--- src/rtl/pipe_ctrl_pkg.sv ---
// Shared encodings for the pipeline stall/flush sequencer.
package pipe_ctrl_pkg;

    typedef enum logic [1:0] {
        RUN      = 2'b00,
        MEM_WAIT = 2'b01,
        ERR      = 2'b10
    } state_t;

    typedef enum logic [1:0] {
        MR_NONE = 2'b00,
        MR_LW   = 2'b01,
        MR_LB   = 2'b10,
        MR_LH   = 2'b11
    } mem_read_t;

    typedef enum logic [1:0] {
        J_NONE = 2'b00,
        J_J    = 2'b01,
        J_JAL  = 2'b10,
        J_JR   = 2'b11
    } jump_t;

    // True when the EX-stage instruction is any flavour of load.
    function automatic logic is_load(input logic [1:0] mem_read);
        return mem_read_t'(mem_read) != MR_NONE;
    endfunction

endpackage

--- src/rtl/sat_counter.sv ---
// Saturating up-counter with synchronous clear; sticks at all-ones.
module sat_counter #(
    parameter int W = 16
) (
    input  logic         clk,
    input  logic         reset,
    input  logic         inc,
    output logic [W-1:0] count
);

    // Count up on inc, holding at the maximum instead of wrapping.
    always_ff @(posedge clk) begin
        if (reset) begin
            count <= '0;
        end else if (inc && (count != '1)) begin
            count <= count + 1'b1;
        end
    end

endmodule

--- src/rtl/pipeline_hazard_ctrl.sv ---
// Stall/flush sequencer for the 5-stage pipeline: load-use stalls,
// branch/jump squashing, and a variable-latency data memory freeze
// with a timeout watchdog plus saturating performance counters.
module pipeline_hazard_ctrl
    import pipe_ctrl_pkg::*;
#(
    parameter int REG_W        = 5,
    parameter int MAX_MEM_WAIT = 16,
    parameter int CNT_W        = 16
) (
    input  logic             clk,
    input  logic             reset,
    input  logic [REG_W-1:0] id_rs,
    input  logic [REG_W-1:0] id_rt,
    input  logic             id_uses_rt,
    input  logic [1:0]       id_jump,
    input  logic [1:0]       ex_mem_read,
    input  logic [REG_W-1:0] ex_rt,
    input  logic             ex_branch_taken,
    input  logic             mem_req,
    input  logic             mem_ack,
    output logic             pc_write,
    output logic             ifid_write,
    output logic             ifid_flush,
    output logic             idex_write,
    output logic             idex_bubble,
    output logic             exmem_hold,
    output logic             mem_timeout_err,
    output logic [CNT_W-1:0] stall_cycles,
    output logic [CNT_W-1:0] flush_events
);

    localparam int WCW = $clog2(MAX_MEM_WAIT + 1);

    state_t         state;
    state_t         state_nxt;
    logic [WCW-1:0] wait_cnt;
    logic [WCW-1:0] wait_cnt_nxt;
    logic           freeze;
    logic           load_use;
    logic           count_en;
    logic           stall_inc;
    logic           flush_inc;

    assign freeze = ((state == RUN) && mem_req && !mem_ack) ||
                    ((state == MEM_WAIT) && !mem_ack) ||
                    (state == ERR);

    assign load_use = is_load(ex_mem_read) && (ex_rt != '0) &&
                      ((ex_rt == id_rs) || (id_uses_rt && (ex_rt == id_rt)));

    // State register and memory-wait cycle counter.
    always_ff @(posedge clk) begin
        if (reset) begin
            state    <= RUN;
            wait_cnt <= '0;
        end else begin
            state    <= state_nxt;
            wait_cnt <= wait_cnt_nxt;
        end
    end

    // Memory handshake tracking: enter wait on an unacked request, time out
    // after MAX_MEM_WAIT consecutive frozen cycles.
    always_comb begin
        state_nxt    = state;
        wait_cnt_nxt = wait_cnt;
        case (state)
            RUN: begin
                if (mem_req && !mem_ack) begin
                    state_nxt    = MEM_WAIT;
                    wait_cnt_nxt = WCW'(1);
                end
            end
            MEM_WAIT: begin
                if (mem_ack) begin
                    state_nxt    = RUN;
                    wait_cnt_nxt = '0;
                end else if ((wait_cnt + 1'b1) == WCW'(MAX_MEM_WAIT)) begin
                    state_nxt = ERR;
                end else begin
                    wait_cnt_nxt = wait_cnt + 1'b1;
                end
            end
            ERR: begin
                state_nxt = ERR;
            end
            default: begin
                state_nxt    = RUN;
                wait_cnt_nxt = '0;
            end
        endcase
    end

    // Pipeline register controls, highest-priority hazard wins.
    always_comb begin
        pc_write        = 1'b1;
        ifid_write      = 1'b1;
        ifid_flush      = 1'b0;
        idex_write      = 1'b1;
        idex_bubble     = 1'b0;
        exmem_hold      = 1'b0;
        mem_timeout_err = !reset && (state == ERR);
        if (reset) begin
            pc_write    = 1'b0;
            ifid_write  = 1'b0;
            idex_write  = 1'b0;
            ifid_flush  = 1'b1;
            idex_bubble = 1'b1;
        end else if (freeze) begin
            pc_write   = 1'b0;
            ifid_write = 1'b0;
            idex_write = 1'b0;
            exmem_hold = 1'b1;
        end else if (ex_branch_taken) begin
            ifid_flush  = 1'b1;
            idex_bubble = 1'b1;
        end else if (load_use) begin
            pc_write    = 1'b0;
            ifid_write  = 1'b0;
            idex_bubble = 1'b1;
        end else if (jump_t'(id_jump) != J_NONE) begin
            ifid_flush = 1'b1;
        end
    end

    assign count_en  = !reset && (state != ERR);
    assign stall_inc = count_en && !pc_write;
    assign flush_inc = count_en && ifid_flush;

    sat_counter #(.W(CNT_W)) u_stall_cnt (
        .clk   (clk),
        .reset (reset),
        .inc   (stall_inc),
        .count (stall_cycles)
    );

    sat_counter #(.W(CNT_W)) u_flush_cnt (
        .clk   (clk),
        .reset (reset),
        .inc   (flush_inc),
        .count (flush_events)
    );

endmodule

--- config.mk ---
export PLATFORM = sky130hd
export DESIGN_NAME = pipeline_hazard_ctrl
export DESIGN_NICKNAME = d
export VERILOG_FILES = /design/src/rtl/pipe_ctrl_pkg.sv /design/src/rtl/sat_counter.sv /design/src/rtl/pipeline_hazard_ctrl.sv
export SDC_FILE = /design/constraint.sdc
export NUM_CORES = 1
export LEC_CHECK = 0
export ABC_AREA = 1
export BUFFER_PORTS_ARGS = -buffer_cell sky130_fd_sc_hd__buf_4
export CAP_MARGIN = 20
export CORE_MARGIN = 2
export CORE_UTILIZATION = 53
export CTS_BUF_LIST = sky130_fd_sc_hd__clkbuf_4 sky130_fd_sc_hd__clkbuf_8 sky130_fd_sc_hd__clkbuf_16
export DETAILED_ROUTE_END_ITERATION = 10
export MAX_ROUTING_LAYER = met4
export PLACE_DENSITY = 0.9
export SYNTH_ARGS = -nofsm -noshare
export SYNTH_HDL_FRONTEND = slang
export SYNTH_SLANG_ARGS = --single-unit
--- constraint.sdc ---
create_clock -name clk -period 1.94 [get_ports clk]
set_clock_uncertainty 0.05 [all_clocks]
set_input_delay 0.388 -clock clk [delete_from_list [all_inputs] [get_ports clk]]
set_output_delay 0.388 -clock clk [all_outputs]
set_load 0.02 [all_outputs]
-- Word-level counts from Yosys, hierarchy flattened
Cells that the tools add are included.
W data, S select, Z words.
- register bits after elaboration: 39
- latch bits: 0
- bits in writable memories: 0
- bits in read-only memories: 0
- input port bits: 25
- output and inout port bits: 39
- memories kept: 0
- $add $sub $neg: 3
- multiply operators: 0
- div/mod/pow operators: 0
- magnitude comparators: 0
- equal/unequal tests: 11
- shift operators: 0
- mux-type cells: 25
- bitwise logic cells: 1
- reductions and logical operators: 25
- operators by type and width (cell ; count):
    $add A16 B1 Y16 const B ; 2
    $ne A16 B16 Y1 const B ; 2
    $mux W1 ; 17
    $mux W5 ; 3
    $pmux W5 S3 ; 1
    $logic_and A1 B1 Y1 ; 13
    $eq A5 B5 Y1 ; 2
    $mux W2 ; 3
    $pmux W2 S3 ; 1
    $add A5 B1 Y5 const B ; 1
    $eq A5 B5 Y1 const B ; 1
    $reduce_bool A5 Y1 ; 1
    $reduce_bool A2 Y1 ; 2
    $logic_not A1 Y1 ; 3
    $logic_or A1 B1 Y1 ; 3
    $ne A3 B2 Y1 const B ; 1
    $ne A3 B3 Y1 const B ; 1
    $reduce_and A3 Y1 ; 1
    $eq A2 B1 Y1 const B ; 1
    $eq A2 B2 Y1 const B ; 1
    $logic_not A2 Y1 ; 1
    $ne A2 B1 Y1 const B ; 1
    $ne A2 B2 Y1 const B ; 1
    $reduce_and A2 Y1 ; 1
    $not A1 Y1 ; 1

-- Logic depth before layout (Yosys ltp)
- depth in word-level cells: 11
- gate-level depth with buffers: 14
- gate-level depth less buffers: 13

-- Cells and area by module
A second synthesis with hierarchy kept.
- cells, all modules: 431
- area total of the unflattened synthesis: 2606.2 um2
- modules (own cells, without submodules) (module ; instances ; cells each ; area an instance (um2) ; seq. area each (um2)):
    sat_counter ; 2 ; 149 ; 929.6 ; 320.3
    pipeline_hazard_ctrl ; 1 ; 133 ; 747.0 ; 140.1

-- Worst setup path after synthesis
No wires, ideal clock.
- path kind: input port to output port
- start: input port mem_ack
- end: output port pc_write
- data arrival time: 1663 ps
- data required time: 1502 ps
- path slack: -161 ps
- cell stages on the path: 9
- buffers on the path: 1
- cells stage by stage: inv_1 nand2_2 nand2_2 a31oi_2 inv_1 nor2_1 nand2_1 inv_1 buf_4
- word-level cells in the longest chain between the ends: 6
- elaborated cells on any way between the ends: 7
- classes of those cells: mux (2); reduce/logical (5)
- ends and longest elaborated chain (what ; RTL line ; RTL):
    from (decl) ; pipeline_hazard_ctrl.sv:21 ; input logic mem_ack,
    $logic_not A1 Y1 * ; pipeline_hazard_ctrl.sv:45, pipeline_hazard_ctrl.sv:46 ;
    $logic_and A1 B1 Y1, on equally long branches ; pipeline_hazard_ctrl.sv:45, pipeline_hazard_ctrl.sv:46 ;
    $logic_or A1 B1 Y1 * ; pipeline_hazard_ctrl.sv:45 ; assign freeze = ((state == RUN) && mem_req && !mem_ack) ||
    $logic_or A1 B1 Y1 * ; pipeline_hazard_ctrl.sv:46 ; ((state == MEM_WAIT) && !mem_ack) ||
    $mux W1 * (2 in series) ; - ;
    to (decl) ; pipeline_hazard_ctrl.sv:22 ; output logic pc_write,
Every way passes the cells marked *; elsewhere a longest branch is shown, timed or not.

-- Worst setup path in the final report
- start: register state[0]
- end: output port ifid_flush
- word-level cells in the longest chain between the ends: 7
- elaborated cells on any way between the ends: 10
- classes of those cells: eq/ne (2); mux (2); reduce/logical (6)
- ends and longest elaborated chain (what ; RTL line ; RTL):
    from (decl) ; pipeline_hazard_ctrl.sv:35 ; state_t state;
    from (signal assigned) ; pipeline_hazard_ctrl.sv:58 ; state <= state_nxt;
    $logic_not A2 Y1 ; pipeline_hazard_ctrl.sv:45 ;
    $logic_and A1 B1 Y1 (2 in series) ; pipeline_hazard_ctrl.sv:45 ;
    $logic_or A1 B1 Y1 ; pipeline_hazard_ctrl.sv:45 ;
    $logic_or A1 B1 Y1 * ; pipeline_hazard_ctrl.sv:46 ;
    $mux W1 * ; pipeline_hazard_ctrl.sv:110 ; end else if (freeze) begin
    $mux W1 * ; pipeline_hazard_ctrl.sv:104 ; if (reset) begin
    to (decl) ; pipeline_hazard_ctrl.sv:24 ; output logic ifid_flush,
Marked as above.

==> results.sh <==
export IMPL_grt_pass1_vias=2572
export IMPL_path_clk_slew_ns=0.08
export IMPL_dr_first_iter_drc_count=157
export IMPL_cap_violations=0
export IMPL_worstMarginPinSlew_ns=0.391
export IMPL_path_buf_inv=3
export IMPL_vias=2854
export IMPL_ios=64
export IMPL_clock_latency_ns=0.30
export IMPL_met2_usage_pct=47.3
export IMPL_p_leak_nw=1.57
export IMPL_ir_worst_vdd_uv=375
export IMPL_grt_busiest_layer="met2"
export IMPL_synth_top_area_share_pct=30.6
export IMPL_portBuffers=63
export IMPL_hold_slack_ns=0.436
export IMPL_fmax_ghz=0.499
export IMPL_fin_nets=507
export IMPL_slew_headroom_pct=73.7
export IMPL_cts_tree="built"
export IMPL_fin_crit_ns=2.00
export IMPL_cts_buffers=5
export IMPL_cp_cell_sequence="inv_2, nor2_2, nand2_2, nand2_4, a31oi_4, buf_4, nand3_2, nand2_1, buf_4"
export IMPL_ys_seq_elements=39
export IMPL_synth_edf_count=0
export IMPL_layout_drive_gt1_share_pct=27.6
export IMPL_ys_warn_count=0
export IMPL_synth_distinct_cells=34
export IMPL_clk_path_buf_depth=2
export IMPL_async_flop_share_pct=0
export IMPL_drc=0
export IMPL_ctsHoldBuffers=0
export IMPL_start_util_pct=54.4
export IMPL_met1_usage_pct=30.4
export IMPL_final_max_slew_viol_count=0
export IMPL_post_route_period_util_pct=103
export IMPL_critPathMostFrequentCell="buf_4"
export IMPL_core_mm2=0.00469
export IMPL_die_x_um=73.4
export IMPL_cts_htree_levels=2
export IMPL_synthTopCellsByCount="nand2_1, nand3_1, inv_1"
export IMPL_slowest_delay_ns=0.33
export IMPL_cts_sinks=39
export IMPL_synthCells=397
export IMPL_critPathTopFamily="buffers and inverters"
export IMPL_pre_cts_ws_ns=0.0690
export IMPL_p_per_area_mw_per_mm2=580
export IMPL_area_growth_pct=33.3
export IMPL_root_buffer="clkbuf_8"
export IMPL_grt_overflow_total=0
export IMPL_use_met3_pct=4.94
export IMPL_num_rows=25
export IMPL_worst_slack_ns=-0.0635
export IMPL_synthTopCellsByArea="dfxtp_1, nand2_1, nand3_1, a21oi_1, inv_1"
export IMPL_min_path_type="flip-flop to flip-flop"
export IMPL_synth_area_mm2=0.00255
export IMPL_path_max_fanout=3
export IMPL_antenna_left=0
export IMPL_grt_pass1_wl_mm=11.2
export IMPL_fp_dieArea_mm2=0.00538
export IMPL_synth_nets=426
export IMPL_crit_path_start_kind="flip-flop"
export IMPL_viasPerCell=5.35
export IMPL_syn_avg_cell_area_um2=6.43
export IMPL_grt_util_all_layers_pct=26.7
export IMPL_crit_path_end_kind="output pin"
export IMPL_die_h_um=73.4
export IMPL_cp_required_ns=1.50
export IMPL_finalHoldViolCount=0
export IMPL_synthMostInstantiatedCell="nand2_1"
export IMPL_yosysSeqAreaShare_pct=30.6
export IMPL_finalSetupViolCount=4
export IMPL_ys_flop_type="dfxtp_1"
export IMPL_synth_top_area_cell="dfxtp_1"
export IMPL_antenna_found_initial=0
export IMPL_grt_max_degree=23
export IMPL_wl_per_cell_um=12.9
export IMPL_rsz0062_at_grt="yes"
export IMPL_critPathKind="flip-flop to output pin"
export IMPL_failed_checks="negative setup slack"
export IMPL_antenna_diode_count=0
export IMPL_dr_pass1_iters=4
export IMPL_fin_util_pct=72.5
export IMPL_status="finished with violations"
export IMPL_routabilityCongestion=0.910
export IMPL_dp_hpwl_mm=4.99
export IMPL_postRouteWirelength_mm=6.87
export IMPL_arrival_ns=1.57
export IMPL_crit_slowest_cell="dfxtp_2"
## routing by layer
layer,vias to the layer above,wire length [um]
met5,-,0
met4,0,95
met3,13,426
met1,1300,2750
met2,106,3600
li1,1435,-
## sequential cells by signal (all words and copies together), names as in the netlist
name               flops
state                  2
u_flush_cnt.count     16
u_stall_cnt.count     16
wait_cnt               5
## metrics by stage
step / instance area (um2) / power, mW / instances / setup TNS [ns]
6_report: 3400 / 1.97 / 533 / -0.119
5_1_grt: 3400 / 2.05 / 533 / -0.394
4_1_cts: 3340 / 1.95 / 530 / -0.141
3_5_place_dp: 3170 / 1.23 / 519 / 0
3_3_place_gp: 3170 / 1.21 / 519 / 0
2_1_floorplan: 2560 / 1.08 / 397 / -0.00333
## what timing repair did
item                       CTS  global route
hold endpoints to repair     0             0
buffers inserted             3             3
pin swaps                    2             6
cloned                       0             0
setup endpoints to repair    4            18
resized for setup           12             9
## logic make-up after synthesis
family          after synthesis  synth area share, %
compound gates               39                 8.49
xor+xnor                     23                 7.90
fa+ha+maj                     4                 1.96
buf+inv                      60                 10.1
flops                        39                 30.6
simple gates                232                 41.0
## cell type report
type | instances | area [um2]
fill | 378 | 1290
sequential | 39 | 785
clock buffer | 6 | 82.6
multi-input combinational | 298 | 1580
tap | 54 | 67.6
timing repair buffer | 86 | 669
clock inverter | 2 | 35.0
inverter | 48 | 180
## worst register-to-register path: stages (launching register included)
cell and delay, ns:
dfxtp_1 0.38, ha_1 0.18, nand2_1 0.11, nor3_2 0.28, nand4_2 0.19, buf_4 0.23, inv_1 0.05, nor2_1 0.04
a21oi_1 0.15, nor2_1 0.07
## final timing paths
| path | from | to | slack, ns | depth (start not counted) |
|---|---|---|---|---|
| worst min-delay path | u_stall_cnt.count[15]$_SDFFE_PP0P_ | u_stall_cnt.count[15]$_SDFFE_PP0P_ | 0.44 | 2 |
| worst max register to register | u_flush_cnt.count[1]$_SDFFE_PP0P_ | u_flush_cnt.count[3]$_SDFFE_PP0P_ | 0.10 | 9 |
| worst min register to register | u_stall_cnt.count[15]$_SDFFE_PP0P_ | u_stall_cnt.count[15]$_SDFFE_PP0P_ | 0.44 | 2 |
| worst max-delay path | state[0]$_SDFFE_PP0P_ | ifid_flush | -0.06 | 9 |
## power by group
part           internal (mW)  switching (mW)
Sequential             0.817          0.0160
Combinational          0.179           0.240
Clock                  0.416           0.303
## cells in the final DEF, fill, tap and decap left out, types with 2 or more instances in the layout
cell type | netlist | final
nand3_1 | 44 | 44
dfxtp_2 | 0 | 3
nor4_1 | 3 | 2
xor2_1 | 17 | 17
o21ai_0 | 2 | 2
nor3_1 | 9 | 8
buf_6 | 3 | 3
nor4_2 | 1 | 2
nor2_1 | 42 | 40
dfxtp_1 | 39 | 36
xnor2_1 | 6 | 6
nand4_1 | 5 | 5
inv_1 | 43 | 40
or2_2 | 2 | 2
inv_2 | 5 | 8
nand2_1 | 110 | 106
a21oi_1 | 33 | 32
nor3_2 | 2 | 2
nand2_2 | 4 | 7
ha_1 | 4 | 4
nand2_4 | 1 | 2
buf_4 | 1 | 82
nor2_4 | 1 | 2
nand3_2 | 2 | 2
clkbuf_8 | 0 | 6
nand3b_1 | 2 | 2
Power figures use the tool's default switching activity.
